[src/rtl/logic_unit_pipe.sv]
// Elastic STAGES-deep pipeline applying one of eight bitwise gate ops to WIDTH-bit operands.
// Optional feature macro: LOGIC_UNIT_REDUCE_EN adds red_out = {&res, |res, ^res} carried with each beat.
module logic_unit_pipe #(
  parameter int WIDTH  = 8,
  parameter int STAGES = 2
) (
  input  logic             clk,
  input  logic             rst,
  input  logic             in_valid,
  output logic             in_ready,
  input  logic [2:0]       op_in,
  input  logic [WIDTH-1:0] a_in,
  input  logic [WIDTH-1:0] b_in,
  output logic             out_valid,
  input  logic             out_ready,
  output logic [WIDTH-1:0] res_out,
  output logic [2:0]       op_out,
  output logic             zero_out,
  output logic [15:0]      beats_out
`ifdef LOGIC_UNIT_REDUCE_EN
  ,
  output logic [2:0]       red_out
`endif
);

  generate
    if (STAGES < 1 || STAGES > 4) begin : g_bad_stages
      $error("logic_unit_pipe: STAGES must be in 1..4");
    end
  endgenerate

  // Handshake: a beat moves across a boundary on a rising edge where the sender's valid
  // and the receiver's ready are both 1; valid never waits on ready, ready never looks at in_valid.

  logic [STAGES-1:0]            vld_q, vld_d;
  logic [STAGES-1:0][2:0]       op_q, op_d;
  logic [STAGES-1:0][WIDTH-1:0] res_q, res_d;
  logic [STAGES-1:0]            zero_q, zero_d;
`ifdef LOGIC_UNIT_REDUCE_EN
  logic [STAGES-1:0][2:0]       red_q, red_d;
`endif
  logic [15:0]                  beats_q, beats_d;

  logic [STAGES-1:0] adv;
  logic [STAGES-1:0] rdy;
  logic              downstream;
  logic [WIDTH-1:0]  res_calc;

  // Ready ripples backwards from the sink so empty stages (bubbles) always collapse.
  always_comb begin
    downstream = out_ready;
    adv        = '0;
    rdy        = '0;
    for (int k = STAGES - 1; k >= 0; k--) begin
      adv[k]     = vld_q[k] && downstream;
      rdy[k]     = !vld_q[k] || adv[k];
      downstream = rdy[k];
    end
  end

  always_comb begin
    res_calc = '0;
    case (op_in)
      3'd0:    res_calc = ~a_in;
      3'd1:    res_calc = a_in;
      3'd2:    res_calc = a_in & b_in;
      3'd3:    res_calc = a_in | b_in;
      3'd4:    res_calc = ~(a_in & b_in);
      3'd5:    res_calc = ~(a_in | b_in);
      3'd6:    res_calc = a_in ^ b_in;
      default: res_calc = ~(a_in ^ b_in);
    endcase
  end

  always_comb begin
    vld_d  = vld_q;
    op_d   = op_q;
    res_d  = res_q;
    zero_d = zero_q;
`ifdef LOGIC_UNIT_REDUCE_EN
    red_d  = red_q;
`endif
    for (int k = 0; k < STAGES; k++) begin
      if (adv[k]) vld_d[k] = 1'b0;
    end
    if (in_valid && rdy[0]) begin
      vld_d[0]  = 1'b1;
      op_d[0]   = op_in;
      res_d[0]  = res_calc;
      zero_d[0] = (res_calc == '0);
`ifdef LOGIC_UNIT_REDUCE_EN
      red_d[0]  = {&res_calc, |res_calc, ^res_calc};
`endif
    end
    // A stage reloads from its predecessor in the same cycle it hands its own beat on.
    for (int k = 1; k < STAGES; k++) begin
      if (adv[k-1]) begin
        vld_d[k]  = 1'b1;
        op_d[k]   = op_q[k-1];
        res_d[k]  = res_q[k-1];
        zero_d[k] = zero_q[k-1];
`ifdef LOGIC_UNIT_REDUCE_EN
        red_d[k]  = red_q[k-1];
`endif
      end
    end
    beats_d = (vld_q[STAGES-1] && out_ready) ? beats_q + 16'd1 : beats_q;
  end

  always_ff @(posedge clk or posedge rst) begin
    if (rst) begin
      vld_q   <= '0;
      op_q    <= '0;
      res_q   <= '0;
      zero_q  <= '0;
`ifdef LOGIC_UNIT_REDUCE_EN
      red_q   <= '0;
`endif
      beats_q <= '0;
    end else begin
      vld_q   <= vld_d;
      op_q    <= op_d;
      res_q   <= res_d;
      zero_q  <= zero_d;
`ifdef LOGIC_UNIT_REDUCE_EN
      red_q   <= red_d;
`endif
      beats_q <= beats_d;
    end
  end

  assign in_ready  = rdy[0];
  assign out_valid = vld_q[STAGES-1];
  assign res_out   = res_q[STAGES-1];
  assign op_out    = op_q[STAGES-1];
  assign zero_out  = zero_q[STAGES-1];
  assign beats_out = beats_q;
`ifdef LOGIC_UNIT_REDUCE_EN
  assign red_out   = red_q[STAGES-1];
`endif

endmodule
[config.mk]
export PLATFORM = sky130hd
export DESIGN_NAME = logic_unit_pipe
export DESIGN_NICKNAME = d
export VERILOG_FILES = /design/src/rtl/logic_unit_pipe.sv
export SDC_FILE = /design/constraint.sdc
export NUM_CORES = 1
export LEC_CHECK = 0
export CAP_MARGIN = 20
export CORE_MARGIN = 2
export CORE_UTILIZATION = 48
export CTS_CLUSTER_DIAMETER = 30
export DETAILED_ROUTE_END_ITERATION = 10
export PLACE_DENSITY = 0.81
export SLEW_MARGIN = 5
export SYNTH_ARGS = -nofsm -noshare
export SYNTH_HDL_FRONTEND = slang
export SYNTH_SLANG_ARGS = --single-unit
[constraint.sdc]
create_clock -name clk -period 4.3 [get_ports clk]
set_input_delay 0.86 -clock clk [delete_from_list [all_inputs] [get_ports clk]]
set_output_delay 0.86 -clock clk [all_outputs]
set_load 0.02 [all_outputs]
==> impl_metrics.json, run 1 <==
{
  "power.switching_uw": 402,
  "cts_tree": "yes",
  "power_frac_comb": 0.353,
  "drv_cap": 0,
  "syn-cell-area_um2": 2610,
  "vias_per_cell": 5.23,
  "internal_power_uw": 832,
  "synth_cell_type_count": 52,
  "post-route-drc-count": 0,
  "vdd_drop_max_v": 0.000189,
  "initial_core_util": 0.504,
  "layout-drive-gt1-share": 0.158,
  "ios": 53,
  "netlist_instances": 254,
  "endpoint_kind": "primary output",
  "outcome": "finished clean",
  "hold_path_class": "reg2reg",
  "synth-seq-cells": 42,
  "clkPwrFrac": 0.210,
  "reg2reg_depth": 5,
  "cts-root-buf": "clkbuf_8",
  "fillers": 439,
  "switching_share": 0.326,
  "dpl.hpwl_um": 3580,
  "p_leak_uw": 0.00142,
  "grt_use_total": 0.162,
  "finalSetupViolations": 0,
  "drtPass1Iterations": 4,
  "worst_skew_pair.late_latency_ns": 0.29,
  "cts_max_level": 2,
  "syn_to_final_growth_pct": 22.0,
  "drv_slew": 0,
  "cp.arrival_ns": 2.25,
  "vias": 1919,
  "antenna_left": 0,
  "drt_wl_total_um": 4670,
  "placedCellCount": 359,
  "dieWidth_um": 77.7,
  "drt_iter0_drc": 40,
  "period_minus_slack_ns": 3.11,
  "grt_max_degree": 43,
  "max_clock_freq_mhz": 322,
  "powerDensity_nw_per_um2": 388,
  "slew_headroom": 0.552,
  "hold_viol_final": 0,
  "num_rows": 26,
  "routedWlPerCell_um": 12.7,
  "min_period_over_period": 0.722,
  "fin_skew_ns": 0.00511,
  "worst_pin_slew_ns": 0.670,
  "fin_cells": 367,
  "grt_setup_unrepaired": "false",
  "synth_nets": 294,
  "path_class": "in2out",
  "cp.required_ns": 3.44,
  "worst_hold_slack_ns": 0.480,
  "holdPathStages": 2,
  "antenna_cells": 0,
  "r2r_slack_ns": 2.45,
  "avgSynthCellArea_um2": 10.3,
  "path_clk_slew_ns": 0.08,
  "core-area_um2": 5170,
  "cts.hold.buffers_added": 0,
  "fp.dieH_um": 77.7,
  "die_area_um2": 6030,
  "crit_path_start_kind": "input port",
  "port-buffer-count": 52,
  "crit_fanout": 5,
  "first_global_vias": 1844,
  "grt_antenna_before_repair": 0,
  "grt_pass1_wl_um": 7900,
  "place.gp.congestion": 0.766,
  "place_ws_ns": 0.900,
  "cts_made_buffers": 5,
  "ys_seq_area_frac": 0.403,
  "cts_max_path_buffers": 2,
  "grt_overflow": 0,
  "tns_ns": 0,
  "final_nets": 336,
  "cts_setup_buffers": 0,
  "clock_sinks": 42,
  "yosysWarnings": 0,
  "p_seq_frac": 0.436,
  "timing.final.ws_setup_ns": 1.19,
  "cts_resized": 0
}
-- logic make-up (layout without fill, tap and decap cells) --
kind of cell,after synthesis,count (layout),share of synthesized area
AND/OR/NAND/NOR,70,70,0.145
flip-flops,42,42,0.403
buffers and inverters,41,84,0.0898
AO/OA/AOI/OAI,37,37,0.0999
multiplexers,25,25,0.107
XOR/XNOR,22,22,0.0739
adder cells (fa/ha/maj),17,17,0.0816
-- path summary, 6_finish.rpt --
kind                                start      endpoint
worst min-delay path              op_q[1]       op_q[1]
min in group asynchronous             rst  beats_out[5]
worst min register to register    op_q[1]       op_q[1]
worst max-delay path            out_ready      in_ready
worst max register to register   vld_q[1]     zero_q[0]
max in group asynchronous             rst  beats_out[1]
-- cells in the mapped netlist, drive strengths merged --
cell / count / area [um^2]
dfrtp: 42 / 1050
mux2: 23 / 259
inv: 20 / 75.1
nand2: 20 / 85.1
buf: 19 / 148
ha: 17 / 213
xnor2: 16 / 140
nor2: 13 / 51.3
a21oi: 12 / 63.8
o21ai: 8 / 40.0
nor3: 7 / 35.0
xor2: 6 / 52.6
and3: 5 / 36.3
nand3: 5 / 25.0
nand4: 5 / 31.3
nand2b: 4 / 25.0
a22o: 3 / 28.8
a22oi: 2 / 15.0
clkbuf: 2 / 11.3
mux2i: 2 / 20.0
nor4: 2 / 12.5
o211ai: 2 / 20.0
o31a: 2 / 17.5
o31ai: 2 / 15.0
a211oi: 1 / 7.51
a21boi: 1 / 7.51
a221oi: 1 / 15.0
a31oi: 1 / 6.26
and2: 1 / 6.26
and3b: 1 / 8.76
and4: 1 / 8.76
nand3b: 1 / 7.51
nor2b: 1 / 6.26
nor3b: 1 / 7.51
nor4bb: 1 / 10.0
o21a: 1 / 7.51
o41ai: 1 / 16.3
or2: 1 / 6.26
or4b: 1 / 13.8
-- through the flow --
stage                     total power (uW)   util  area [um^2]
after global routing                  1310  0.615         3180
after detailed placement               986  0.597         3090
after global placement                 968  0.597         3090
after CTS                             1250  0.615         3180
after floorplan                        835      -         2610
final                                 1230  0.615         3180
-- state kept, by name, indices dropped and copies added (netlist names) --
| name | count |
|---|---|
| res_q | 8 |
| op_q | 3 |
| res_out | 8 |
| zero_q | 2 |
| beats_out | 16 |
| vld_q | 2 |
| op_out | 3 |
-- per-layer routing --
layer	track usage	wire [um]	up-vias
met1	0.188	1980	908
met5	0	0	-
met4	0.0482	70	0
met3	0.0314	250	6
met2	0.298	2370	62
li1	-	-	943
-- power by group through the flow --
| stage | Combinational [uW] | Clock [uW] | Sequential [uW] |
|---|---|---|---|
| floorplan | 268 | 0 | 567 |
| detailed placement | 440 | 0 | 546 |
| global placement | 426 | 0 | 542 |
| CTS | 443 | 270 | 539 |
| global route | 470 | 284 | 552 |
| finish | 436 | 260 | 539 |
-- layout by cell type, fill, tap and decap left out, types with 5 or more instances in the layout --
cell             Yosys  layout
clkdlybuf4s50_1      0      52
xnor2_1             16      16
nor2_1              12      12
nand4_1              5       5
clkbuf_8             0       6
nand2_1             18      18
o21ai_0              6       6
mux2_2              21      21
a21oi_1             11      11
ha_1                17      17
xor2_1               6       6
dfrtp_1             42      42
nor3_1               7       7
inv_1               18      18
nand3_1              5       5
-- critical path: stages --
cell and delay (ns):
clkdlybuf4s50_1 0.53, nand3b_1 0.22, clkdlybuf4s50_1 0.64
-- cell type report --
type,instances,area [um^2],area share
clock buffers,6,82.6,0.0260
clock inverters,2,12.5,0.00393
inverters,20,75.1,0.0236
multi-input cells,171,1320,0.415
flip-flops and latches,42,1050,0.330
well taps,70,87.6,0.0275
repair buffers,56,551,0.173
(Power assumes the default switching activity.)
==> inputs of run 2 (changes only) <==
clock period = 3.19 ns   (was 4.3 ns; I/O delays follow)
==> impl_metrics.json, run 2 (synthesis results as in run 1) <==
{
  "outcome": "finished clean",
  "power.switching_uw": 533,
  "grt_use_total": 0.168,
  "final_nets": 338,
  "grt_antenna_before_repair": 0,
  "fin_util": 0.617,
  "grt_max_degree": 43,
  "r2r_slack_ns": 1.37,
  "die_area_um2": 6030,
  "max_clock_freq_mhz": 375,
  "antenna_left": 0,
  "cp.required_ns": 2.55,
  "vias": 1878,
  "internal_power_uw": 1120,
  "largest_reg_flops": 16,
  "routedWlPerCell_um": 12.6,
  "slew_headroom": 0.655,
  "path_clk_slew_ns": 0.07,
  "dieWidth_um": 77.7,
  "place.gp.congestion": 0.770,
  "vdd_drop_max_v": 0.000338,
  "drtPass1Iterations": 4,
  "clkPwrFrac": 0.209,
  "powerDensity_nw_per_um2": 519,
  "worst_pin_slew_ns": 0.516,
  "switching_share": 0.322,
  "syn_to_final_growth_pct": 22.5,
  "p_seq_frac": 0.438,
  "tns_ns": 0,
  "first_global_vias": 1814,
  "wl_met2_um": 2180,
  "drt_wl_total_um": 4630,
  "clock_sinks": 42,
  "core-area_um2": 5170,
  "vias_per_cell": 5.09,
  "worstPathCellList": "clkdlybuf4s50_1 -> nand3b_1 -> clkdlybuf4s50_1",
  "num_rows": 26,
  "cts_tree": "yes",
  "layout-drive-gt1-share": 0.161,
  "finalSetupViolations": 0,
  "drv_cap": 0,
  "layout_commonest_cell": "clkdlybuf4s50_1",
  "top_layer": "met4",
  "wl_met3_um": 234,
  "p_leak_uw": 0.00143,
  "post-route-drc-count": 0,
  "fin_skew_ns": 0.00635,
  "min_period_over_period": 0.837,
  "ios": 53,
  "fp.dieH_um": 77.7,
  "antenna_cells": 0,
  "power_frac_comb": 0.352,
  "hold_viol_final": 0,
  "grt_setup_unrepaired": "false",
  "hold_path_class": "reg2reg",
  "crit_fanout": 5,
  "initial_core_util": 0.504,
  "cts_made_buffers": 5,
  "worst_skew_pair.late_latency_ns": 0.29,
  "crit_path_start_kind": "input port",
  "drt_iter0_drc": 61,
  "cts_setup_buffers": 0,
  "cts-root-buf": "clkbuf_8",
  "cts_max_path_buffers": 2,
  "cts_resized": 0,
  "slowest_delay_ns": 0.64,
  "port-buffer-count": 52,
  "period_minus_slack_ns": 2.67,
  "dpl.hpwl_um": 3560,
  "seq_area_um2": 1050,
  "multi_input_area_um2": 1320,
  "grt_pass1_wl_um": 8230,
  "endpoint_kind": "primary output",
  "cp.arrival_ns": 2.03,
  "drv_slew": 0,
  "layout_common_cells": "clkdlybuf4s50_1 (52), dfrtp_1 (42), mux2_2 (21)",
  "cp_slowest_cell": "clkdlybuf4s50_1",
  "cts.hold.buffers_added": 0,
  "grt_overflow": 0,
  "cts_max_level": 2,
  "fillers": 425,
  "path_class": "in2out",
  "cp_common_cell": "clkdlybuf4s50_1",
  "wl_met1_um": 2150
}
==> run 2: power groups by stage <==
stage / Clock (uW) / Sequential (uW) / Combinational [uW]
floorplan: 0 / 765 / 361
global placement: 0 / 731 / 577
detailed placement: 0 / 738 / 588
CTS: 353 / 728 / 591
global route: 382 / 745 / 634
finish: 346 / 726 / 584
==> run 2: per-layer routing <==
layer  track usage  vias up
met4        0.0554        0
met3        0.0360        5
li1              -      944
met1         0.220      879
met2         0.278       50
met5             0        -
==> run 2: area by class of cell <==
class | count | share of cell area
clock buffers | 7 | 0.0270
clock inverters | 1 | 0.00157
inverters | 20 | 0.0235
multi-input cells | 171 | 0.414
flip-flops and latches | 42 | 0.329
well taps | 70 | 0.0274
repair buffers | 58 | 0.177
==> run 2: path summary, 6_finish.rpt <==
path                            cells after the start          start            end
worst max-delay path                                3      out_ready       in_ready
worst min-delay path                                1  beats_out[15]  beats_out[15]
worst max register to register                      5       vld_q[1]      zero_q[0]
worst min register to register                      1  beats_out[15]  beats_out[15]
max in group asynchronous                           3            rst       vld_q[1]
min in group asynchronous                           3            rst     res_out[1]
==> run 2: metrics by stage <==
stage               instance area (um^2)  worst slack [ns]  std cells  power (uW)  hold slack [ns]
floorplan                           2610             0.867        254        1130            0.444
global placement                    3100             0.269        361        1310            0.456
detailed placement                  3100             0.239        361        1330            0.456
CTS                                 3190             0.510        369        1670            0.471
global route                        3190             0.451        369        1760            0.502
finish                              3190             0.520        369        1660            0.468
==> run 2: critical path: cells and delay by family <==
family                 cells  cell delay [ns]
buffers and inverters      2             1.18
and+or+nand+nor            1             0.21
==> inputs of run 3 (changes only) <==
clock period = 2.5 ns   (was 3.19 ns; I/O delays follow)
==> impl_metrics.json, run 3 (synthesis results as in run 1) <==
{
  "endpoint_kind": "flop",
  "reg2reg_depth": 5,
  "antenna_left": 0,
  "crit_fanout": 3,
  "grt_use_total": 0.178,
  "grt_pass1_wl_um": 8650,
  "initial_core_util": 0.504,
  "post-route-drc-count": 0,
  "switching_share": 0.319,
  "cts-root-buf": "clkbuf_8",
  "crit_path_start_kind": "input port",
  "place.gp.congestion": 0.778,
  "die_area_um2": 6030,
  "drt_wl_total_um": 4960,
  "worst_skew_pair.late_latency_ns": 0.29,
  "fp.dieH_um": 77.7,
  "syn_to_final_growth_pct": 30.2,
  "drtPass1Iterations": 4,
  "dpl.hpwl_um": 3940,
  "layout_commonest_cell": "clkdlybuf4s50_1",
  "p_leak_uw": 0.00158,
  "cp.arrival_ns": 2.60,
  "wl_met3_um": 241,
  "cp.required_ns": 2.68,
  "fillers": 414,
  "cts_made_buffers": 5,
  "vdd_drop_max_v": 0.000338,
  "port-buffer-count": 52,
  "grt_antenna_before_repair": 0,
  "final_nets": 360,
  "cts_tree": "yes",
  "p_seq_frac": 0.429,
  "cts_max_path_buffers": 2,
  "period_minus_slack_ns": 2.42,
  "dieWidth_um": 77.7,
  "ios": 53,
  "grt_setup_unrepaired": "false",
  "layout-drive-gt1-share": 0.218,
  "min_period_over_period": 0.967,
  "drv_cap": 0,
  "cts_max_level": 2,
  "routedWlPerCell_um": 12.7,
  "clock_sinks": 42,
  "antenna_cells": 0,
  "cts.hold.buffers_added": 0,
  "slew_headroom": 0.657,
  "path_class": "in2reg",
  "worst_hold_slack_ns": 0.476,
  "vias": 1994,
  "internal_power_uw": 1470,
  "hold_viol_final": 0,
  "fin_skew_ns": 0.00171,
  "power.switching_uw": 688,
  "drv_slew": 0,
  "top_layer": "met4",
  "clkPwrFrac": 0.204,
  "hold_path_class": "reg2reg",
  "holdPathStages": 2,
  "num_rows": 26,
  "layout_common_cells": "clkdlybuf4s50_1 (48), dfrtp_1 (42), buf_4 (26)",
  "grt_max_degree": 43,
  "max_clock_freq_mhz": 414,
  "outcome": "finished clean",
  "largest_reg_flops": 16,
  "drt_iter0_drc": 79,
  "vias_per_cell": 5.10,
  "finalSetupViolations": 0,
  "core-area_um2": 5170,
  "power_frac_comb": 0.367,
  "path_clk_slew_ns": 0.07,
  "tns_ns": 0,
  "wl_met2_um": 2500,
  "first_global_vias": 1934,
  "worst_pin_slew_ns": 0.515,
  "wl_met1_um": 2140,
  "powerDensity_nw_per_um2": 635,
  "grt_overflow": 0
}
run 3: worst paths after layout:
path                          start            end  slack [ns]
hold reg to reg             op_q[0]        op_q[0]        0.48
setup / recovery            a_in[0]      zero_q[0]        0.08
min in group asynchronous       rst  beats_out[15]        0.64
max in group asynchronous       rst       vld_q[0]        1.50
hold / removal              op_q[0]        op_q[0]        0.48
setup reg to reg           vld_q[1]      zero_q[0]        0.81
run 3: critical path, stage by stage:
cell	delay [ns]
clkdlybuf4s50_1	0.51
inv_1	0.06
ha_1	0.19
a21oi_1	0.20
mux2i_1	0.22
a31oi_1	0.08
or4b_4	0.55
o41ai_2	0.29
run 3: cell type report:
class / instances / area [um^2] / share of cell area
Clock buffer: 7 / 86.3 / 0.0254
Clock inverter: 1 / 5.00 / 0.00147
Inverter: 20 / 75.1 / 0.0221
Multi-Input combinational cell: 171 / 1320 / 0.390
Sequential cell: 42 / 1050 / 0.310
Tap cell: 70 / 87.6 / 0.0258
Timing Repair Buffer: 80 / 766 / 0.226
run 3: stage by stage:
stage | utilization | area [um^2] | setup slack, ns | power, uW | instances
final | 0.656 | 3390 | 0.0827 | 2160 | 391
after global routing | 0.656 | 3390 | 0.0135 | 2290 | 391
after CTS | 0.654 | 3380 | 0.0343 | 2180 | 391
after detailed placement | 0.636 | 3290 | -0.309 | 1740 | 383
after global placement | 0.636 | 3290 | -0.236 | 1710 | 383
after floorplan | - | 2610 | 0.315 | 1440 | 254
run 3: what timing repair did:
action,in CTS,in global routing
gates resized for setup,0,5
pin swaps,1,4
buffers inserted,0,0
setup endpoints to repair,1,1
cloned,0,0
run 3: per-layer routing:
metal / global-route usage / vias to the layer above
met1: 0.218 / 925
li1: - / 990
met2: 0.305 / 71
met3: 0.0384 / 8
met5: 0 / -
met4: 0.0714 / 0
run 3: power by group through the flow:
stage	combinational, uW	sequential (uW)	clock, uW
global route	856	947	482
global placement	773	933	0
CTS	800	925	455
detailed placement	797	939	0
floorplan	461	976	0
finish	792	924	440
